<file path="config.mk">
export PLATFORM = sky130hd
export DESIGN_NAME = bin2bcd_fsmd
export DESIGN_NICKNAME = d
export VERILOG_FILES = /design/src/rtl/bin2bcd_fsmd_pkg.sv /design/src/rtl/bin2bcd_fsmd_bcd_add3.sv /design/src/rtl/bin2bcd_fsmd.sv
export SDC_FILE = /design/constraint.sdc
export NUM_CORES = 1
export LEC_CHECK = 0
export BUFFER_PORTS_ARGS = -buffer_cell sky130_fd_sc_hd__buf_2
export CAP_MARGIN = 20
export CORE_MARGIN = 3
export CORE_UTILIZATION = 44
export CTS_CLUSTER_DIAMETER = 120
export CTS_CLUSTER_SIZE = 40
export DETAILED_ROUTE_END_ITERATION = 8
export PLACE_DENSITY = 0.69
export SLEW_MARGIN = 30
export SYNTH_ARGS = -nofsm -noshare
export SYNTH_HDL_FRONTEND = slang
export SYNTH_SLANG_ARGS = --single-unit
export TNS_END_PERCENT = 5
</file>
<file path="constraint.sdc">
create_clock -name clk -period 1.6 [get_ports clk]
set_input_delay 0.16 -clock clk [delete_from_list [all_inputs] [get_ports clk]]
set_output_delay 0.16 -clock clk [all_outputs]
set_load 0.01 [all_outputs]
</file>
<file path="src/rtl/bin2bcd_fsmd_pkg.sv">
// Shared definitions for the binary-to-BCD converter: state encoding, digit-count helper
// and, when BIN2BCD_SEG_EN is defined, the 7-segment patterns ({g,f,e,d,c,b,a}, active-high).
package bin2bcd_fsmd_pkg;

    typedef enum logic [1:0] {
        IDLE  = 2'd0,
        SHIFT = 2'd1,
        DONE  = 2'd2
    } state_t;

    // ceil(width * log10(2)) with log10(2) ~= 0.301 (gives 3 for width 8)
    function automatic int digits_for(input int width);
        return (width * 301 + 999) / 1000;
    endfunction

`ifdef BIN2BCD_SEG_EN
    localparam logic [6:0] SEG_0     = 7'b0111111;
    localparam logic [6:0] SEG_1     = 7'b0000110;
    localparam logic [6:0] SEG_2     = 7'b1011011;
    localparam logic [6:0] SEG_3     = 7'b1001111;
    localparam logic [6:0] SEG_4     = 7'b1100110;
    localparam logic [6:0] SEG_5     = 7'b1101101;
    localparam logic [6:0] SEG_6     = 7'b1111101;
    localparam logic [6:0] SEG_7     = 7'b0000111;
    localparam logic [6:0] SEG_8     = 7'b1111111;
    localparam logic [6:0] SEG_9     = 7'b1101111;
    localparam logic [6:0] SEG_BLANK = 7'b0000000;
`endif

endpackage

</file>
<file path="src/rtl/bin2bcd_fsmd_bcd_add3.sv">
// Double-dabble digit correction: add 3 to a BCD digit of 5 or more before the left shift.
module bcd_add3 (
    input  logic [3:0] d_in,
    output logic [3:0] d_out
);

    always_comb begin
        d_out = d_in;
        if (d_in >= 4'd5) begin
            d_out = d_in + 4'd3;
        end
    end

endmodule

</file>
<file path="src/rtl/bin2bcd_fsmd.sv">
// Sequential shift-and-add-3 binary-to-BCD converter (IDLE/SHIFT/DONE FSMD).
// Optional 7-segment decode of the registered result is enabled by defining BIN2BCD_SEG_EN.
module bin2bcd_fsmd
    import bin2bcd_fsmd_pkg::*;
#(
    parameter int WIDTH = 8,
    parameter int CNT_W = 4,
    localparam int DIGITS = digits_for(WIDTH)
) (
    input  logic                  clk,
    input  logic                  reset,
    input  logic                  start,
    input  logic [WIDTH-1:0]      bin_in,
    output logic                  busy,
    output logic                  done,
    output logic [4*DIGITS-1:0]   bcd_out
`ifdef BIN2BCD_SEG_EN
    ,
    output logic [7*DIGITS-1:0]   seg_out
`endif
);

    localparam int BCD_W = 4 * DIGITS;

    state_t             state_q, state_d;
    logic [WIDTH-1:0]   bin_sh_q, bin_sh_d;
    logic [BCD_W-1:0]   bcd_sh_q, bcd_sh_d;
    logic [CNT_W-1:0]   cnt_q, cnt_d;
    logic [BCD_W-1:0]   bcd_out_q, bcd_out_d;
    logic [BCD_W-1:0]   adj;
    logic [BCD_W+WIDTH-1:0] shifted;

    genvar gi;
    generate
        for (gi = 0; gi < DIGITS; gi++) begin : g_add3
            bcd_add3 u_add3 (
                .d_in  (bcd_sh_q[4*gi +: 4]),
                .d_out (adj[4*gi +: 4])
            );
        end
    endgenerate

    always_comb begin
        state_d   = state_q;
        bin_sh_d  = bin_sh_q;
        bcd_sh_d  = bcd_sh_q;
        cnt_d     = cnt_q;
        bcd_out_d = bcd_out_q;
        // The corrected digits never overflow for inputs below 2^WIDTH, so the dropped MSB is always 0.
        shifted   = {adj, bin_sh_q} << 1;

        case (state_q)
            IDLE, DONE: begin
                if (start) begin
                    bin_sh_d = bin_in;
                    bcd_sh_d = '0;
                    cnt_d    = CNT_W'(WIDTH);
                    state_d  = SHIFT;
                end else begin
                    state_d  = IDLE;
                end
            end
            SHIFT: begin
                bcd_sh_d = shifted[BCD_W+WIDTH-1:WIDTH];
                bin_sh_d = shifted[WIDTH-1:0];
                cnt_d    = cnt_q - CNT_W'(1);
                if (cnt_q == CNT_W'(1)) begin
                    bcd_out_d = shifted[BCD_W+WIDTH-1:WIDTH];
                    state_d   = DONE;
                end
            end
            default: state_d = IDLE;
        endcase
    end

    always_ff @(posedge clk or negedge reset) begin
        if (!reset) begin
            state_q   <= IDLE;
            bin_sh_q  <= '0;
            bcd_sh_q  <= '0;
            cnt_q     <= '0;
            bcd_out_q <= '0;
        end else begin
            state_q   <= state_d;
            bin_sh_q  <= bin_sh_d;
            bcd_sh_q  <= bcd_sh_d;
            cnt_q     <= cnt_d;
            bcd_out_q <= bcd_out_d;
        end
    end

    assign busy    = (state_q == SHIFT);
    assign done    = (state_q == DONE);
    assign bcd_out = bcd_out_q;

`ifdef BIN2BCD_SEG_EN
    function automatic logic [6:0] seg_decode(input logic [3:0] d);
        case (d)
            4'd0:    return SEG_0;
            4'd1:    return SEG_1;
            4'd2:    return SEG_2;
            4'd3:    return SEG_3;
            4'd4:    return SEG_4;
            4'd5:    return SEG_5;
            4'd6:    return SEG_6;
            4'd7:    return SEG_7;
            4'd8:    return SEG_8;
            4'd9:    return SEG_9;
            default: return SEG_BLANK;
        endcase
    endfunction

    generate
        for (gi = 0; gi < DIGITS; gi++) begin : g_seg
            assign seg_out[7*gi +: 7] = seg_decode(bcd_out_q[4*gi +: 4]);
        end
    endgenerate
`endif

endmodule

</file>
# Yosys cells after proc, flatten, opt, wreduce, memory -nomap -nowiden
# Index checks and enable logic that the tools add are counted.
# Widths: inputs -> output; s select.
[totals] in_bits=11 word_cells=34 output_inout_bits=14 register_bits=38
[classes] n_reduce_logical=5 n_eq_ne=5 n_mux=12 add_sub_neg=4 n_lt_le_gt_ge=3
[op_table] operator="$pmux 12 s2" n=1
[op_table] operator="$pmux 8 s2" n=1
[op_table] operator="$ge 4x3->1 const B" n=3
[op_table] operator="$mux 12" n=1
[op_table] operator="$mux 4" n=3
[op_table] operator="$add 4x2->4 const B" n=2
[op_table] operator="$mux 8" n=1
[op_table] operator="$pmux 4 s2" n=1
[op_table] operator="$eq 4x1->1 const B" n=1
[op_table] operator="$pmux 2 s2" n=1
[op_table] operator="$reduce_and 2->1" n=2
[op_table] operator="$sub 4x1->4 const B" n=1
[op_table] operator="$add 3x2->3 const B" n=1
[op_table] operator="$mux 3" n=1
[op_table] operator="$eq 2x1->1 const B" n=1
[op_table] operator="$eq 2x2->1 const B" n=1
[op_table] operator="$logic_not 2->1" n=1
[op_table] operator="$mux 2" n=1
[op_table] operator="$ne 2x1->1 const B" n=1
[op_table] operator="$ne 2x2->1 const B" n=1
[op_table] operator="$reduce_bool 2->1" n=1
[op_table] operator="$reduce_or 2->1" n=1
[op_table] operator="$mux 1" n=1

# Longest topological paths before layout
[depth] depth_word=4 depth_mapped=7

# By module
# Synthesis repeated with hierarchy kept, for this count alone.
[unflattened] cells_unflattened=162 hier_area_um2=1843.0
[modules_own_cells] module="bin2bcd_fsmd" cells_each=114 area_each_um2=1539.0 n_inst=1 seq_area_each_um2=950.9
[modules_own_cells] module="bcd_add3" cells_each=16 area_each_um2=101.3 n_inst=3 seq_area_each_um2=0.0

# Worst setup path before layout
# Ideal clock, no wire load.
[synth_timing] path_type="register to register" startpoint="reg bcd_sh_q[4]" endpoint="reg bcd_out_q[6], in the netlist bcd_out[6]" t_arrival_ns=1.301 period_less_slack_ns=1.426 path_stages_with_launch=7 slack_ns=0.174 cell_sequence="dfrtp_1 > inv_1 > ha_1 > nand2b_2 > a21oi_4 > mux2i_1 > mux2_4"
[synth_via] elab_chain_len=2 elab_cells_between_ends=3
[synth_rtl] element="from (decl)" line_no="bin2bcd_fsmd.sv:27" text="logic [BCD_W-1:0] bcd_sh_q, bcd_sh_d;"
[synth_rtl] element="from (signal assigned)" line_no="bin2bcd_fsmd.sv:86" text="bcd_sh_q <= bcd_sh_d;"
[synth_rtl] element="$add 4x2->4 or $ge 4x3->1 (tied branches)" line_no="bin2bcd_fsmd_bcd_add3.sv:10, bin2bcd_fsmd_bcd_add3.sv:9"
[synth_rtl] element="$mux 4 (*)" line_no="bin2bcd_fsmd_bcd_add3.sv:9" text="if (d_in >= 4'd5) begin"
[synth_rtl] element="to (signal assigned)" line_no="bin2bcd_fsmd.sv:88" text="bcd_out_q <= bcd_out_d;"
[synth_rtl] element="to (decl)" line_no="bin2bcd_fsmd.sv:29" text="logic [BCD_W-1:0] bcd_out_q, bcd_out_d;"
# Every way passes the cells marked *; elsewhere a longest branch is shown, timed or not.
# A chain may end at the register's enable or synchronous reset.

# Worst setup path in the final report
[layout_timing] startpoint="reg cnt_q[1]" endpoint="reg bcd_out_q[9], in the netlist bcd_out[9]"
[layout_via] elab_chain_len=2
[layout_rtl] element="from (decl)" line_no="bin2bcd_fsmd.sv:28" text="logic [CNT_W-1:0] cnt_q, cnt_d;"
[layout_rtl] element="from (signal assigned)" line_no="bin2bcd_fsmd.sv:87" text="cnt_q <= cnt_d;"
[layout_rtl] element="$eq 4x1->1" line_no="bin2bcd_fsmd.sv:67" text="if (cnt_q == CNT_W'(1)) begin"
[layout_rtl] element="$reduce_and 2->1 (no source line)"
# Every way passes these cells.

==> impl_metrics.yaml <==
cells_and_area:
  layout-drive-gt1-share: 0.2970
  area_growth_syn_to_layout_pct: 18.69
  nNetsFinal: 221
  antenna_cells: 0
setup_path:
  critPathCaptureType: "flip-flop"
  worst-r2r-setup-slack_ns: 0.05
  cp-start-kind: "flip-flop"
  cp_data_required_time_ns: 1.77
  crit_fanout: 5
  cp-endpoint: "bcd_out[9]"
  worstReg2RegStart: "cnt_q[1]"
  crit_type: "flip-flop to flip-flop"
  crit_start: "cnt_q[1]"
  ff2ff_path_depth: 6
  timing.rr.end: "bcd_out[9]"
  critPathArrivalTime_ns: 1.72
clock_tree:
  cts_tree: "yes"
  post_cts.repair.setup_buffers: 0
  clockBufferDepth: 2
  numCtsBuffers: 5
  numClockSinks: 38
  root_buffer: "clkbuf_8"
  clk_latency_ns: 0.28
  cts-htree-levels: 2
  path_clk_slew_ns: 0.07
placed_design:
  dp_slack_ns: -0.05486
  port_buffers: 24
  gp_congestion: 0.8874
  hpwlAfterDp_um: 2678
floorplan:
  core_area_um2: 3799
  die_x_um: 70.10
  row_count: 22
  ios: 25
  die_y_um: 70.10
  initial_core_util: 0.4760
  die-area_um2: 4914
drt:
  routedWlPerCell_um: 15.79
  vias: 1319
  antenna_left: 0
  drc: 0
  totalWireLength_um: 3948
  drtPass1Iterations: 4
  vias_per_cell: 5.276
  drtIter0Drc: 49
worst_hold_path:
  hold_path_class: "primary input to flip-flop"
flow_run:
  maxCapViolCount: 0
sta:
  layout_min_cycle_time_ns: 1.546
  slew_violations: 0
  fin_ws_ns: 0.05370
  tightest_slew_ns: 0.4973
  hold_viol: 0
  fmax_mhz: 646.7
  setup_viol: 0
  finalCritPeriodShare: 0.9664
  clock_skew_ns: 0.003829
  rsz0062_at_grt: "yes"
  relSlewSlack: 0.6677
  final.setup.tns_ns: 0
synthesis:
  yosys_warnings: 0
  yosysUniqueCellTypes: 30
  synth-seq-cells: 38
  syn_nets: 190
  yosysSeqAreaShare: 0.5260
  syn_area_per_cell_um2: 10.57
  syn_area_um2: 1808
  synthCells: 171
global_routing:
  grt_start_max_net_pins: 39
  gr-usage-all-layers: 0.1668
  grt_pass1_vias: 1412
  grt_pass1_wl_um: 6458
  grt_antenna_before_repair: 0
  grt_remaining_overflow: 0
power:
  vdd.ir_drop.worst_mv: 1.010
  p_per_area_nw_per_um2: 2151
  p_leak_nw: 1.009
run_status:
  status: "finished clean"
==> routing by layer <==
layer / share of wire / routed length (µm) / vias to the layer above / GRT usage
li1: - / - / 648 / -
met1: 0.44 / 1729 / 632 / 0.2046
met2: 0.51 / 1995 / 35 / 0.2770
met3: 0.044 / 174 / 4 / 0.04029
met4: 0.012 / 48 / 0 / 0.07447
met5: 0 / 0 / - / 0
==> cell usage after synthesis, drive strengths merged <==
master / count / share of area
nand3: 4 / 0.011
o21ai: 20 / 0.055
a22oi: 7 / 0.029
a31oi: 1 / 0.0035
xnor2: 3 / 0.015
mux2i: 3 / 0.017
clkbuf: 1 / 0.0021
nor2: 1 / 0.0035
nor2b: 2 / 0.0069
nor3: 4 / 0.011
a211oi: 1 / 0.0042
a21oi: 8 / 0.037
nand2: 32 / 0.068
buf: 6 / 0.019
a22o: 6 / 0.029
nand2b: 5 / 0.020
dfrtp: 38 / 0.53
inv: 10 / 0.021
nor3b: 6 / 0.028
ha: 8 / 0.055
mux2: 5 / 0.039
==> repair_timing <==
| action | 4_1_cts | 5_1_grt |
|---|---|---|
| hold endpoints to repair | 38 | 0 |
| hold buffers | 1 | 0 |
| gates resized for setup | 3 | 13 |
| setup endpoints to repair | 5 | 9 |
| pin swaps | 0 | 2 |
==> through the flow <==
stage	instances	instance area [µm²]	hold WS [ns]	util	total power, W
2_1_floorplan	171	1808	-0.1356	-	0.003148
5_1_grt	250	2146	0.09998	0.5649	0.004995
3_5_place_dp	242	1994	0.2404	0.5250	0.003748
6_report	250	2146	0.08780	0.5649	0.004615
4_1_cts	250	2092	0.08405	0.5507	0.004431
3_3_place_gp	242	1994	0.2267	0.5250	0.003582
==> flip-flops by register name, summed over array words and instances, names as in the netlist <==
register	cells
bcd_sh_q	12
state_q	2
cnt_q	4
bcd_out	12
bin_sh_q	8
==> layout by cell type (no fill, tap or decap), drive strengths merged, types with 2 or more instances in the layout <==
| cell type | count |
|---|---|
| dfrtp | 38 |
| nand2 | 32 |
| buf | 30 |
| o21ai | 20 |
| inv | 10 |
| a21oi | 8 |
| ha | 8 |
| a22oi | 7 |
| clkbuf | 7 |
| a22o | 6 |
| nor3b | 6 |
| mux2 | 5 |
| nand2b | 5 |
| nor3 | 4 |
| nand3 | 4 |
| mux2i | 3 |
| xnor2 | 3 |
| nor2b | 2 |
==> critical path, stage by stage (launching register included) <==
cell     delay, ns
dfrtp_1       0.40
inv_1         0.09
ha_1          0.15
nor3b_4       0.22
nand2_2       0.13
inv_4         0.13
mux2_4        0.31
==> worst min-delay path by stage <==
stage / startpoint / to / slack (ns) / cells past startpoint
after floorplan: reset / bcd_out[0] / -0.14 / 0
after global placement: reset / bcd_out[6] / 0.23 / 2
after detailed placement: reset / bcd_out[8] / 0.24 / 2
after CTS: bin_in[2] / bin_sh_q[2] / 0.08 / 3
after global routing: bin_in[0] / bin_sh_q[0] / 0.1 / 2
final: bin_in[7] / bin_sh_q[7] / 0.09 / 3
==> cell type report <==
class	count	area (µm²)
flip-flops and latches	38	950.9
well taps	48	60.06
clock buffers	7	76.32
multi-input cells	116	843.3
repair buffers	31	175.2
inverters	10	40.04
fillers	346	1653
==> power breakdown <==
part | switching [W] | total (W) | internal (W)
registers | 0.000377 | 0.00177 | 0.00139
clock network | 0.000319 | 0.000619 | 0.000300
logic | 0.00119 | 0.00223 | 0.00104
==> cell families after synthesis <==
kind of cell / after synthesis / synth area share
and+or+nand+nor: 54 / 0.1481
AOI/OAI and AO/OA: 43 / 0.1578
DFF: 38 / 0.5260
buffers and inverters: 17 / 0.04221
muxes: 8 / 0.05606
adders and majority gates: 8 / 0.05537
xor gates and xnor gates: 3 / 0.01454
Power figures use the tool's default switching activity.
